--- src/rtl/axis_coincidence_reader.sv ---
// Coincidence front-end: timestamps the first hit, ORs hits over a window, filters on
// group multiplicity, and streams accepted events over AXI-Stream with a dead time after each.
module axis_coincidence_reader #(
    parameter int DIN_WIDTH    = 64,
    parameter int GROUP_WIDTH  = 16,
    parameter int TIME_WIDTH   = 64,
    parameter int WINDOW_WIDTH = 8,
    parameter int DEAD_WIDTH   = 16,
    localparam int NGROUPS     = DIN_WIDTH / GROUP_WIDTH,
    localparam int MULT_WIDTH  = $clog2(NGROUPS + 1)
) (
    input  logic                            aclk,
    input  logic                            aresetn,
    input  logic [DIN_WIDTH-1:0]            din,
    input  logic [WINDOW_WIDTH-1:0]         cfg_window,
    input  logic [MULT_WIDTH-1:0]           cfg_mult,
    input  logic [DEAD_WIDTH-1:0]           cfg_dead,
    output logic [TIME_WIDTH+DIN_WIDTH-1:0] m_axis_tdata,
    output logic                            m_axis_tvalid,
    input  logic                            m_axis_tready,
    output logic [31:0]                     event_count,
    output logic [31:0]                     drop_count
);

    typedef enum logic [2:0] {IDLE, COLLECT, EVAL, DECIDE, OUT, DEAD} state_t;

    state_t                          state_q, state_d;
    logic [TIME_WIDTH-1:0]           ts_q, ts_d, time_q, time_d;
    logic [DIN_WIDTH-1:0]            data_q, data_d;
    logic [WINDOW_WIDTH-1:0]         cntr_q, cntr_d, window_q, window_d;
    logic [MULT_WIDTH-1:0]           mult_q, mult_d, multc_q, multc_d, grp_cnt;
    logic [DEAD_WIDTH-1:0]           dead_q, dead_d, deadc_q, deadc_d;
    logic                            tvalid_q, tvalid_d;
    logic [TIME_WIDTH+DIN_WIDTH-1:0] tdata_q, tdata_d;
    logic [31:0]                     event_q, event_d, drop_q, drop_d;

    always_comb begin
        grp_cnt = '0;
        for (int g = 0; g < NGROUPS; g++)
            grp_cnt = grp_cnt + MULT_WIDTH'(|data_q[g*GROUP_WIDTH +: GROUP_WIDTH]);
    end

    always_comb begin
        state_d  = state_q;
        ts_d     = ts_q + TIME_WIDTH'(1);
        time_d   = time_q;
        data_d   = data_q;
        cntr_d   = cntr_q;
        window_d = window_q;
        mult_d   = mult_q;
        multc_d  = multc_q;
        dead_d   = dead_q;
        deadc_d  = deadc_q;
        tvalid_d = tvalid_q;
        tdata_d  = tdata_q;
        event_d  = event_q;
        drop_d   = drop_q;
        case (state_q)
            IDLE: begin
                if (|din) begin
                    data_d   = din;
                    time_d   = ts_q;
                    cntr_d   = '0;
                    window_d = cfg_window;
                    multc_d  = cfg_mult;
                    deadc_d  = cfg_dead;
                    state_d  = COLLECT;
                end
            end
            COLLECT: begin
                data_d = data_q | din;
                cntr_d = cntr_q + WINDOW_WIDTH'(1);
                if (cntr_q == window_q) state_d = EVAL;
            end
            EVAL: begin
                mult_d  = grp_cnt;
                state_d = DECIDE;
            end
            DECIDE: begin
                if (mult_q >= multc_q) begin
                    tvalid_d = 1'b1;
                    tdata_d  = {time_q, data_q};
                    state_d  = OUT;
                end else begin
                    state_d = IDLE;
                end
            end
            OUT: begin
                if (m_axis_tready) begin
                    tvalid_d = 1'b0;
                    event_d  = event_q + 32'd1;
                    dead_d   = deadc_q;
                    state_d  = DEAD;
                end else if (|din && drop_q != '1) begin
                    drop_d = drop_q + 32'd1;
                end
            end
            DEAD: begin
                if (dead_q == '0) state_d = IDLE;
                else              dead_d  = dead_q - DEAD_WIDTH'(1);
            end
            default: state_d = IDLE;
        endcase
    end

    always_ff @(posedge aclk or negedge aresetn) begin
        if (!aresetn) begin
            state_q  <= IDLE;
            ts_q     <= '0;
            time_q   <= '0;
            data_q   <= '0;
            cntr_q   <= '0;
            window_q <= '0;
            mult_q   <= '0;
            multc_q  <= '0;
            dead_q   <= '0;
            deadc_q  <= '0;
            tvalid_q <= 1'b0;
            tdata_q  <= '0;
            event_q  <= '0;
            drop_q   <= '0;
        end else begin
            state_q  <= state_d;
            ts_q     <= ts_d;
            time_q   <= time_d;
            data_q   <= data_d;
            cntr_q   <= cntr_d;
            window_q <= window_d;
            mult_q   <= mult_d;
            multc_q  <= multc_d;
            dead_q   <= dead_d;
            deadc_q  <= deadc_d;
            tvalid_q <= tvalid_d;
            tdata_q  <= tdata_d;
            event_q  <= event_d;
            drop_q   <= drop_d;
        end
    end

    assign m_axis_tdata  = tdata_q;
    assign m_axis_tvalid = tvalid_q;
    assign event_count   = event_q;
    assign drop_count    = drop_q;

endmodule

--- config.mk ---
export PLATFORM = sky130hd
export DESIGN_NAME = axis_coincidence_reader
export DESIGN_NICKNAME = d
export VERILOG_FILES = /design/src/rtl/axis_coincidence_reader.sv
export SDC_FILE = /design/constraint.sdc
export NUM_CORES = 1
export LEC_CHECK = 0
export CAP_MARGIN = 20
export CORE_ASPECT_RATIO = 0.75
export CORE_UTILIZATION = 49
export CTS_BUF_LIST = sky130_fd_sc_hd__clkbuf_16
export CTS_CLUSTER_SIZE = 8
export DETAILED_ROUTE_END_ITERATION = 10
export PLACE_DENSITY = 0.85
export RECOVER_POWER = 25
export SLEW_MARGIN = 10
export SYNTH_ARGS = -nofsm -noshare
export SYNTH_HDL_FRONTEND = slang
export SYNTH_SLANG_ARGS = --single-unit
export TNS_END_PERCENT = 20
--- constraint.sdc ---
create_clock -name aclk -period 2.1 [get_ports aclk]
set_input_delay 0.525 -clock aclk [delete_from_list [all_inputs] [get_ports aclk]]
set_output_delay 0.525 -clock aclk [all_outputs]
set_load 0.02 [all_outputs]
==> impl_metrics.ini, run 1 <==
[layout]
multi_input_area_sq_um = 7270
syn_to_final_growth_pct = 42.3
num-nets-final = 2183
fillers = 2364
final_cell_mix = 442 x dfrtp_1, 322 x nand2_1, 188 x buf_4, 134 x dlygate4sd2_1, 124 x mux2_2
register_area_sq_um = 11100
stdcell_area_sq_um = 25800
final_common_cell = dfrtp_1
drive_above_1_share_pct = 26.5

[die]
initial_core_util_pct = 50.2
coreArea_sq_um = 36100
die_area_sq_um = 37800
dieHeight_microns = 169
die_w_microns = 224
rows = 60
pin_count = 287

[critical_path]
start_kind = register
r2r_cells = 9
r2r_start = dead_q[0]$_DFFE_PN0P_
cp-startpoint = dead_q[0]$_DFFE_PN0P_
path_class = reg -> reg
crit_end = dead_q[14]$_DFFE_PN0P_
cp_max_fo = 4
arrival_ps = 2870
critPathRequiredTime_ps = 2550
rr_endpoint = dead_q[14]$_DFFE_PN0P_
regToRegSetupSlack_ps = -320
end_kind = register

[placed_design]
dpl-instance-area_sq_um = 23200
routabilityCongestion = 0.897
pre_cts_slack_ps = -801
dpl.hpwl_mm = 33.4
io_buffer_count = 286

[clocking]
numCtsBuffers = 61
clk_path_buf_depth = 3
path_clk_slew_ps = 50
cts.sinks = 442
htree_levels = 2
worstSkewPairLatency_ps = 580
cts_tree = done
cts_root_buf = clkbuf_16

[routing]
dr.pass1.iters = 5
ant_nets = 0
wl_mm = 53.5
route.detailed.drc = 0
num_vias = 14589
initialDrtViolationCount = 1108
viasPerCell = 5.65
avgRoutedWirePerCell_microns = 20.7

[synthesis]
async_flop_share_pct = 100
ys_seq_elements = 442
synth_area_sq_um = 18100
synth.avg_cell_area_sq_um = 11.7
ys_types = 58
synth-edff-count = 0
synth_nets = 1651
ys.warnings.count = 0
yosysSeqAreaShare_pct = 61.0
synthCells = 1546
synth-main-ff-cell = dfrtp_1

[global_route]
grt_usage_pct = 28.2
grt_pass1_vias = 15364
overflow = 0
grt_max_degree = 65
antenna_found_initial = 5
grt_first_pass_wirelength_mm = 84.0

[sta]
tightest_slew_ps = 1440
finalWorstSetupSlack_ps = -319
min_period_ps = 2420
hold_violations = 0
skew_ps = 21.6
maxSlewHeadroom_pct = 4.04
fmax_mhz = 413
rsz0062_at_grt = true
setup_viol = 146
fin_crit_sh_pct = 115
maxSlewViolCount = 0

[power]
power_density_nw_per_um2 = 1290
power.total_w = 0.0332
ir_worst_vdd_uv = 747
leakage_nw = 12.9

[run_status]
outcome = finished with violations
violations = setup timing

[job]
maxCapViolCount = 0

[min_path]
hold_class = in -> reg
==> through the flow <==
stage / hold slack, ps / util, % / setup TNS [ps] / instances
after floorplan: 229 / - / -11590 / 1546
after global placement: 455 / 64.2 / -145100 / 2462
after detailed placement: 461 / 64.2 / -162880 / 2462
after CTS: 298 / 70.9 / -7390 / 2569
after global routing: 202 / 71.4 / -28910 / 2580
final: 202 / 71.4 / -9210 / 2581
==> critical path, stage by stage (launching register included) <==
cell	delay [ps]
dfrtp_1	400
inv_2	90
ha_4	140
or3b_4	400
nor4b_4	370
buf_4	180
nand2_2	90
nor3_1	280
o21ai_2	90
a22o_1	250
==> area by class of cell <==
class,instances,area share (%)
Sequential cell,442,42.9
Multi-Input combinational cell,1024,28.2
Timing Repair Buffer,532,20.1
Clock buffer,63,6.11
Tap cell,496,2.41
Inverter,17,0.247
Clock inverter,2,0.0679
Antenna cell,5,0.0485
==> state kept, by name, indices dropped and copies added, names as in the netlist <==
register and cells:
window_q 8, time_q 64, state_q 3, drop_count 32, event_count 32, data_q 64
mult_q 3, multc_q 3, cntr_q 8, deadc_q 16, m_axis_tdata 128, ts_q 64
dead_q 16, m_axis_tvalid 1
==> worst min path at each step <==
stage / startpoint / end / slack [ps] / cells after the start
floorplan: aresetn / cntr_q[0]$_DFFE_PN0P_ / 230 / 0
global placement: time_q[7]$_DFFE_PN0P_ / time_q[7]$_DFFE_PN0P_ / 450 / 2
detailed placement: time_q[63]$_DFFE_PN0P_ / time_q[63]$_DFFE_PN0P_ / 460 / 2
CTS: din[19] / data_q[19]$_DFFE_PN0P_ / 300 / 3
global route: din[37] / data_q[37]$_DFFE_PN0P_ / 200 / 2
finish: din[37] / data_q[37]$_DFFE_PN0P_ / 200 / 2
==> layer usage <==
| metal | share of wire (%) | vias up | GRT usage [%] |
|---|---|---|---|
| li1 | - | 6426 | - |
| met1 | 40 | 7369 | 36.0 |
| met2 | 49 | 644 | 47.9 |
| met3 | 7.2 | 148 | 6.16 |
| met4 | 3.4 | 2 | 9.83 |
| met5 | 0.021 | - | 0 |
==> cells in the mapped netlist, drive strengths merged, types with 2 or more instances <==
cell type | n | area share [%]
a22o | 66 | 3.2
nor2b | 4 | 0.14
nor4 | 44 | 1.7
nor3 | 19 | 0.61
and4 | 10 | 0.48
nor4b | 2 | 0.18
ha | 10 | 0.69
inv | 17 | 0.35
dfrtp | 442 | 61
o211ai | 3 | 0.12
nand4 | 39 | 1.3
nand2b | 4 | 0.14
nand2 | 327 | 6.8
clkbuf | 32 | 0.67
xnor2 | 87 | 4.2
nand3 | 55 | 1.5
o21ai | 34 | 0.94
o21a | 2 | 0.083
a31oi | 2 | 0.069
a21oi | 20 | 0.55
or4 | 3 | 0.12
mux2i | 2 | 0.11
xor2 | 46 | 2.2
and2 | 11 | 0.38
nor2 | 46 | 0.95
buf | 33 | 1.0
mux2 | 131 | 8.1
or2 | 3 | 0.10
nor3b | 3 | 0.12
and3 | 32 | 1.1
==> where the power goes <==
| group | leakage [nW] | switching (W) | internal [W] |
|---|---|---|---|
| logic | 6.43 | 0.00623 | 0.00642 |
| registers | 5.70 | 0.00146 | 0.0105 |
| clock network | 0.785 | 0.00338 | 0.00519 |
==> logic make-up after synthesis <==
kind of cell	share of synthesized area (%)
fa+ha+maj	0.801
flops	61.0
xor+xnor	6.43
simple gates	16.0
buf+inv	2.06
compound gates	5.46
mux	8.25
==> repair_timing <==
| action | 4_1_cts | 5_1_grt |
|---|---|---|
| setup buffers | 23 | 10 |
| gates cloned | 19 | 0 |
| hold endpoints to repair | 33 | 0 |
| pin swaps | 35 | 36 |
| endpoints found under the setup margin | 451 | 382 |
| gates resized for setup | 292 | 114 |
| hold buffers | 1 | 0 |
Power figures use the tool's default switching activity.
==> run 2: changes to the inputs <==
--- a/config.mk
+++ b/config.mk
@@ -7,11 +7,11 @@
 export LEC_CHECK = 0
 export CAP_MARGIN = 20
 export CORE_ASPECT_RATIO = 0.75
-export CORE_UTILIZATION = 49
+export CORE_UTILIZATION = 50
 export CTS_BUF_LIST = sky130_fd_sc_hd__clkbuf_16
 export CTS_CLUSTER_SIZE = 8
 export DETAILED_ROUTE_END_ITERATION = 10
-export PLACE_DENSITY = 0.85
+export PLACE_DENSITY = 0.83
 export RECOVER_POWER = 25
 export SLEW_MARGIN = 10
 export SYNTH_ARGS = -nofsm -noshare
==> constraint.sdc (replaced) <==
create_clock -name aclk -period 3.1 [get_ports aclk]
set_input_delay 0.775 -clock aclk [delete_from_list [all_inputs] [get_ports aclk]]
set_output_delay 0.775 -clock aclk [all_outputs]
set_load 0.02 [all_outputs]
==> run 2 against run 1 <==
  * The run ends with capacitance limit, slew limit left
  * Non-clock buffer count fell by 171
  * First-iteration DRC count fell by 19%
  * Highest routed layer is now met4
  * Critical endpoint is now time_q[42]$_DFFE_PN0P_
  * Hold slack improved by 270 ps
  * Global-route usage fell by 3.5 points
  * Via count fell by 9.7%
  * Clock skew rose by 4.2 ps
  * Combinational power fell by 52%
==> impl_metrics.ini, run 2 (synthesis results as in run 1) <==
[layout]
num-nets-final = 2010
largest_reg_flops = 128
final_util_pct = 67.0
syn_to_final_growth_pct = 30.3
drive_above_1_share_pct = 14.9
final_cell_mix = 442 x dfrtp_1, 326 x nand2_1, 285 x clkdlybuf4s50_1, 131 x mux2_2, 87 x xnor2_1
stdcell_area_sq_um = 23600
final_common_cell = dfrtp_1

[global_route]
antenna_found_initial = 1
grt_pass1_vias = 13551
grt_usage_pct = 24.8
grt_first_pass_wirelength_mm = 73.7
overflow = 0
grt_max_degree = 72

[clocking]
path_clk_slew_ps = 50
worstSkewPairLatency_ps = 580
cts_tree = done
cts_hold_buf = 0
cts_root_buf = clkbuf_16
htree_levels = 2
cts_resized = 0
cts.sinks = 442
clk_path_buf_depth = 3
post-cts-setup-buffers = 0
numCtsBuffers = 61

[min_path]
hold_class = reg -> reg

[sta]
min_period_ps = 2890
tightest_slew_ps = 2000
maxSlewViolCount = 68
setup_viol = 0
fmax_mhz = 346
skew_ps = 25.9
fin_tns_setup_ps = 0
maxSlewHeadroom_pct = -33.3
rsz0062_at_grt = false
hold_slack_ps = 469
hold_violations = 0
fin_crit_sh_pct = 93.2

[routing]
wl_met1_mm = 19.6
initialDrtViolationCount = 896
route.top_layer_used = met4
viasPerCell = 5.57
wl_met3_mm = 2.98
wl_mm = 45.4
routed-wl-met2_mm = 21.8
avgRoutedWirePerCell_microns = 19.2
dr.pass1.iters = 5
ant_nets = 0
num_vias = 13178
route.detailed.drc = 0

[critical_path]
path_cells = clkdlybuf4s50_1 -> nor4_1 -> nand4_1 -> nor4_4 -> buf_4 -> nor4_2 -> clkbuf_4 -> buf_12 -> nand2_1 -> nand2_1
arrival_ps = 3330
path_class = in -> reg
critPathRequiredTime_ps = 3540
start_kind = primary input
cp_common_cell = nand2_1
critPathMaxStageDelay_ps = 560
cp_max_fo = 40
end_kind = register
cp_top_family = simple AND/OR/NAND/NOR gates
worst-path-buf-inv = 4
crit_slowest_cell = nor4_1

[run_status]
outcome = finished with violations
violations = capacitance limit, slew limit

[die]
coreArea_sq_um = 35200
rows = 59
initial_core_util_pct = 51.5
pin_count = 287
die_w_microns = 222
die_area_sq_um = 37000
dieHeight_microns = 167

[placed_design]
dpl.hpwl_mm = 31.7
routabilityCongestion = 0.885
dpl-instance-area_sq_um = 22000
io_buffer_count = 286

[power]
ir_worst_vdd_uv = 483
leakage_nw = 10.8
power_density_nw_per_um2 = 846

[job]
maxCapViolCount = 1
==> run 2: layout make-up <==
class,count,area [sq um]
tap,457,572
antenna,1,2.50
sequential,442,11100
clock buffer,63,1580
multi-input combinational,1022,6710
fill,2478,11600
timing repair buffer,361,3610
inverter,17,63.8
clock inverter,2,17.5
==> run 2: stage by stage <==
step / setup WS, ps / power [W] / cells
after floorplan: 586 / 0.0116 / 1546
after global placement: -326 / 0.0140 / 2298
after detailed placement: -272 / 0.0143 / 2298
after CTS: 313 / 0.0201 / 2363
after global routing: 143 / 0.0209 / 2365
final: 210 / 0.0200 / 2365
==> run 2: worst register-to-register path: cells and delay by family (launching register included) <==
| family | cells | cell delay, ps |
|---|---|---|
| AOI/OAI and AO/OA | 3 | 550 |
| adders and majority gates | 1 | 200 |
| buffers and inverters | 1 | 100 |
| DFF | 1 | 400 |
| and+or+nand+nor | 3 | 1270 |
==> run 2: worst paths after layout <==
kind | startpoint | to | cells after the start | slack (ps)
setup / recovery | din[62] | time_q[42]$_DFFE_PN0P_ | 10 | 210
hold / removal | time_q[5]$_DFFE_PN0P_ | time_q[5]$_DFFE_PN0P_ | 2 | 470
setup reg to reg | dead_q[0]$_DFFE_PN0P_ | dead_q[13]$_DFFE_PN0P_ | 8 | 460
hold reg to reg | time_q[5]$_DFFE_PN0P_ | time_q[5]$_DFFE_PN0P_ | 2 | 470
max in group asynchronous | aresetn | event_count[7]$_DFFE_PN0P_ | 2 | 640
min in group asynchronous | aresetn | drop_count[25]$_DFFE_PN0P_ | 1 | 750
==> run 2: metal layers <==
layer  track usage [%]  up-vias
met2              40.4      424
met3              5.35       79
met4              6.34        0
met5                 0        -
li1                  -     6048
met1              33.8     6627
==> run 2: power by group <==
| group | switching (W) | internal, W |
|---|---|---|
| clock | 0.00224 | 0.00351 |
| combinational | 0.00316 | 0.00295 |
| sequential | 0.00101 | 0.00710 |
| total | 0.00641 | 0.0136 |
==> run 3: changes to the inputs <==
--- a/config.mk
+++ b/config.mk
@@ -11,7 +11,7 @@
 export CTS_BUF_LIST = sky130_fd_sc_hd__clkbuf_16
 export CTS_CLUSTER_SIZE = 8
 export DETAILED_ROUTE_END_ITERATION = 10
-export PLACE_DENSITY = 0.83
+export PLACE_DENSITY = 0.72
 export RECOVER_POWER = 25
 export SLEW_MARGIN = 10
 export SYNTH_ARGS = -nofsm -noshare
==> run 3 against run 2 <==
  * Setup slack better by 110 ps
  * Clock power barely moved
  * The run still ends with capacitance limit, slew limit left
  * Utilization up 0.41 points
  * First-iteration DRC count increased by 15%
  * Flip-flop and latch count did not move
  * Sequential power hardly changed
  * Sequential share of layout area fell by 0.28 points
  * Final cell count increased by 1.1%
  * Combinational power is essentially flat
  * Critical path type is now reg -> reg
  * Critical path depth shrank 1
  * Non-clock buffer count increased by 20
  * Highest routed layer is now met5
  * Die area stayed put
==> impl_metrics.ini, run 3 (synthesis results as in run 1) <==
[power]
power_density_nw_per_um2 = 839
power.total_w = 0.0199
ir_worst_vdd_uv = 369
leakage_nw = 10.9

[routing]
dr.pass1.iters = 5
wl_met3_mm = 2.49
wl_met1_mm = 20.1
ant_nets = 0
initialDrtViolationCount = 1034
viasPerCell = 5.51
wl_mm = 44.5
num_vias = 13177
routed-wl-met2_mm = 20.9
avgRoutedWirePerCell_microns = 18.6
route.top_layer_used = met5
route.detailed.drc = 0

[die]
die_w_microns = 222
rows = 59
dieHeight_microns = 167
die_area_sq_um = 37000
coreArea_sq_um = 35200
pin_count = 287
initial_core_util_pct = 51.5

[placed_design]
routabilityCongestion = 0.868
pre_cts_slack_ps = -337
dpl.hpwl_mm = 30.8
io_buffer_count = 286
place_inst = 2317

[run_status]
violations = capacitance limit, slew limit
outcome = finished with violations

[min_path]
hold_class = reg -> reg

[clocking]
cts_resized = 0
cts.sinks = 442
post-cts-setup-buffers = 0
htree_levels = 2
cts_root_buf = clkbuf_16
clk_path_buf_depth = 3
path_clk_slew_ps = 50
worstSkewPairLatency_ps = 590
numCtsBuffers = 61
cts_hold_buf = 0
cts_tree = done

[global_route]
grt_pass1_vias = 13381
grt_usage_pct = 24.5
grt_first_pass_wirelength_mm = 72.7
overflow = 0
grt_max_degree = 86
antenna_found_initial = 8

[sta]
fin_crit_sh_pct = 89.7
maxSlewHeadroom_pct = -22.8
min_period_ps = 2780
rsz0062_at_grt = false
skew_ps = 18.6
hold_violations = 0
hold_slack_ps = 469
finalWorstSetupSlack_ps = 320
fmax_mhz = 360
tightest_slew_ps = 1840
maxSlewViolCount = 59
setup_viol = 0

[critical_path]
cp_max_fo = 11
path_class = reg -> reg
end_kind = register
critPathMaxStageDelay_ps = 500
crit_slowest_cell = nor2_1
critPathRequiredTime_ps = 3580
arrival_ps = 3260
path_cells = inv_1 -> ha_1 -> or3b_1 -> nor4b_4 -> a41oi_1 -> nor2_1 -> buf_4 -> a21oi_1 -> o22a_1
start_kind = register

[layout]
syn_to_final_growth_pct = 31.1
largest_reg_flops = 128
drive_above_1_share_pct = 15.7
final_util_pct = 67.4
fillers = 2631
final_cell_mix = 442 x dfrtp_1, 326 x nand2_1, 285 x clkdlybuf4s50_1, 131 x mux2_2, 87 x xnor2_1
final_common_cell = dfrtp_1
finalNonFillerCells = 2391
num-nets-final = 2030

[job]
maxCapViolCount = 1
-- run 3: worst max-delay path: cells and delay by family, from the launching register on --
family,cells,cell delay (ps)
adders and majority gates,1,190
and+or+nand+nor,3,1260
DFF,1,390
buffers and inverters,2,380
AOI/OAI and AO/OA,3,450
-- run 3: path summary, 6_finish.rpt --
| path | end | startpoint | cells after the start | slack (ps) |
|---|---|---|---|---|
| worst max register to register | dead_q[12]$_DFFE_PN0P_ | dead_q[0]$_DFFE_PN0P_ | 9 | 320 |
| min in group asynchronous | event_count[16]$_DFFE_PN0P_ | aresetn | 1 | 680 |
| worst min-delay path | time_q[2]$_DFFE_PN0P_ | time_q[2]$_DFFE_PN0P_ | 2 | 470 |
| worst min register to register | time_q[2]$_DFFE_PN0P_ | time_q[2]$_DFFE_PN0P_ | 2 | 470 |
| max in group asynchronous | data_q[17]$_DFFE_PN0P_ | aresetn | 2 | 540 |
| worst max-delay path | dead_q[12]$_DFFE_PN0P_ | dead_q[0]$_DFFE_PN0P_ | 9 | 320 |
-- run 3: layout make-up --
class | count | area (sq um) | share of cell area (%)
Inverter | 17 | 63.8 | 0.269
Clock buffer | 61 | 1530 | 6.43
Antenna cell | 7 | 17.5 | 0.0738
Sequential cell | 442 | 11100 | 46.6
Timing Repair Buffer | 381 | 3750 | 15.8
Multi-Input combinational cell | 1022 | 6710 | 28.2
Tap cell | 457 | 572 | 2.41
Clock inverter | 4 | 50.0 | 0.211
-- run 3: through the flow --
stage,instance area (sq um),TNS (ps)
6_report,23700,0
5_1_grt,23700,0
4_1_cts,23800,0
3_5_place_dp,22200,-33250
3_3_place_gp,22200,-30600
2_1_floorplan,18100,0
-- run 3: per-layer routing --
layer	vias to the layer above	GRT usage (%)
met5	-	0
met4	2	7.91
met3	65	5.05
met2	381	38.4
met1	6634	34.3
li1	6095	-
-- run 3: where the power goes --
| part | internal [W] | leakage (nW) | total [W] | switching, W |
|---|---|---|---|---|
| registers | 0.00710 | 5.70 | 0.00808 | 0.000977 |
| logic | 0.00300 | 4.45 | 0.00614 | 0.00314 |
| clock network | 0.00343 | 0.774 | 0.00572 | 0.00229 |
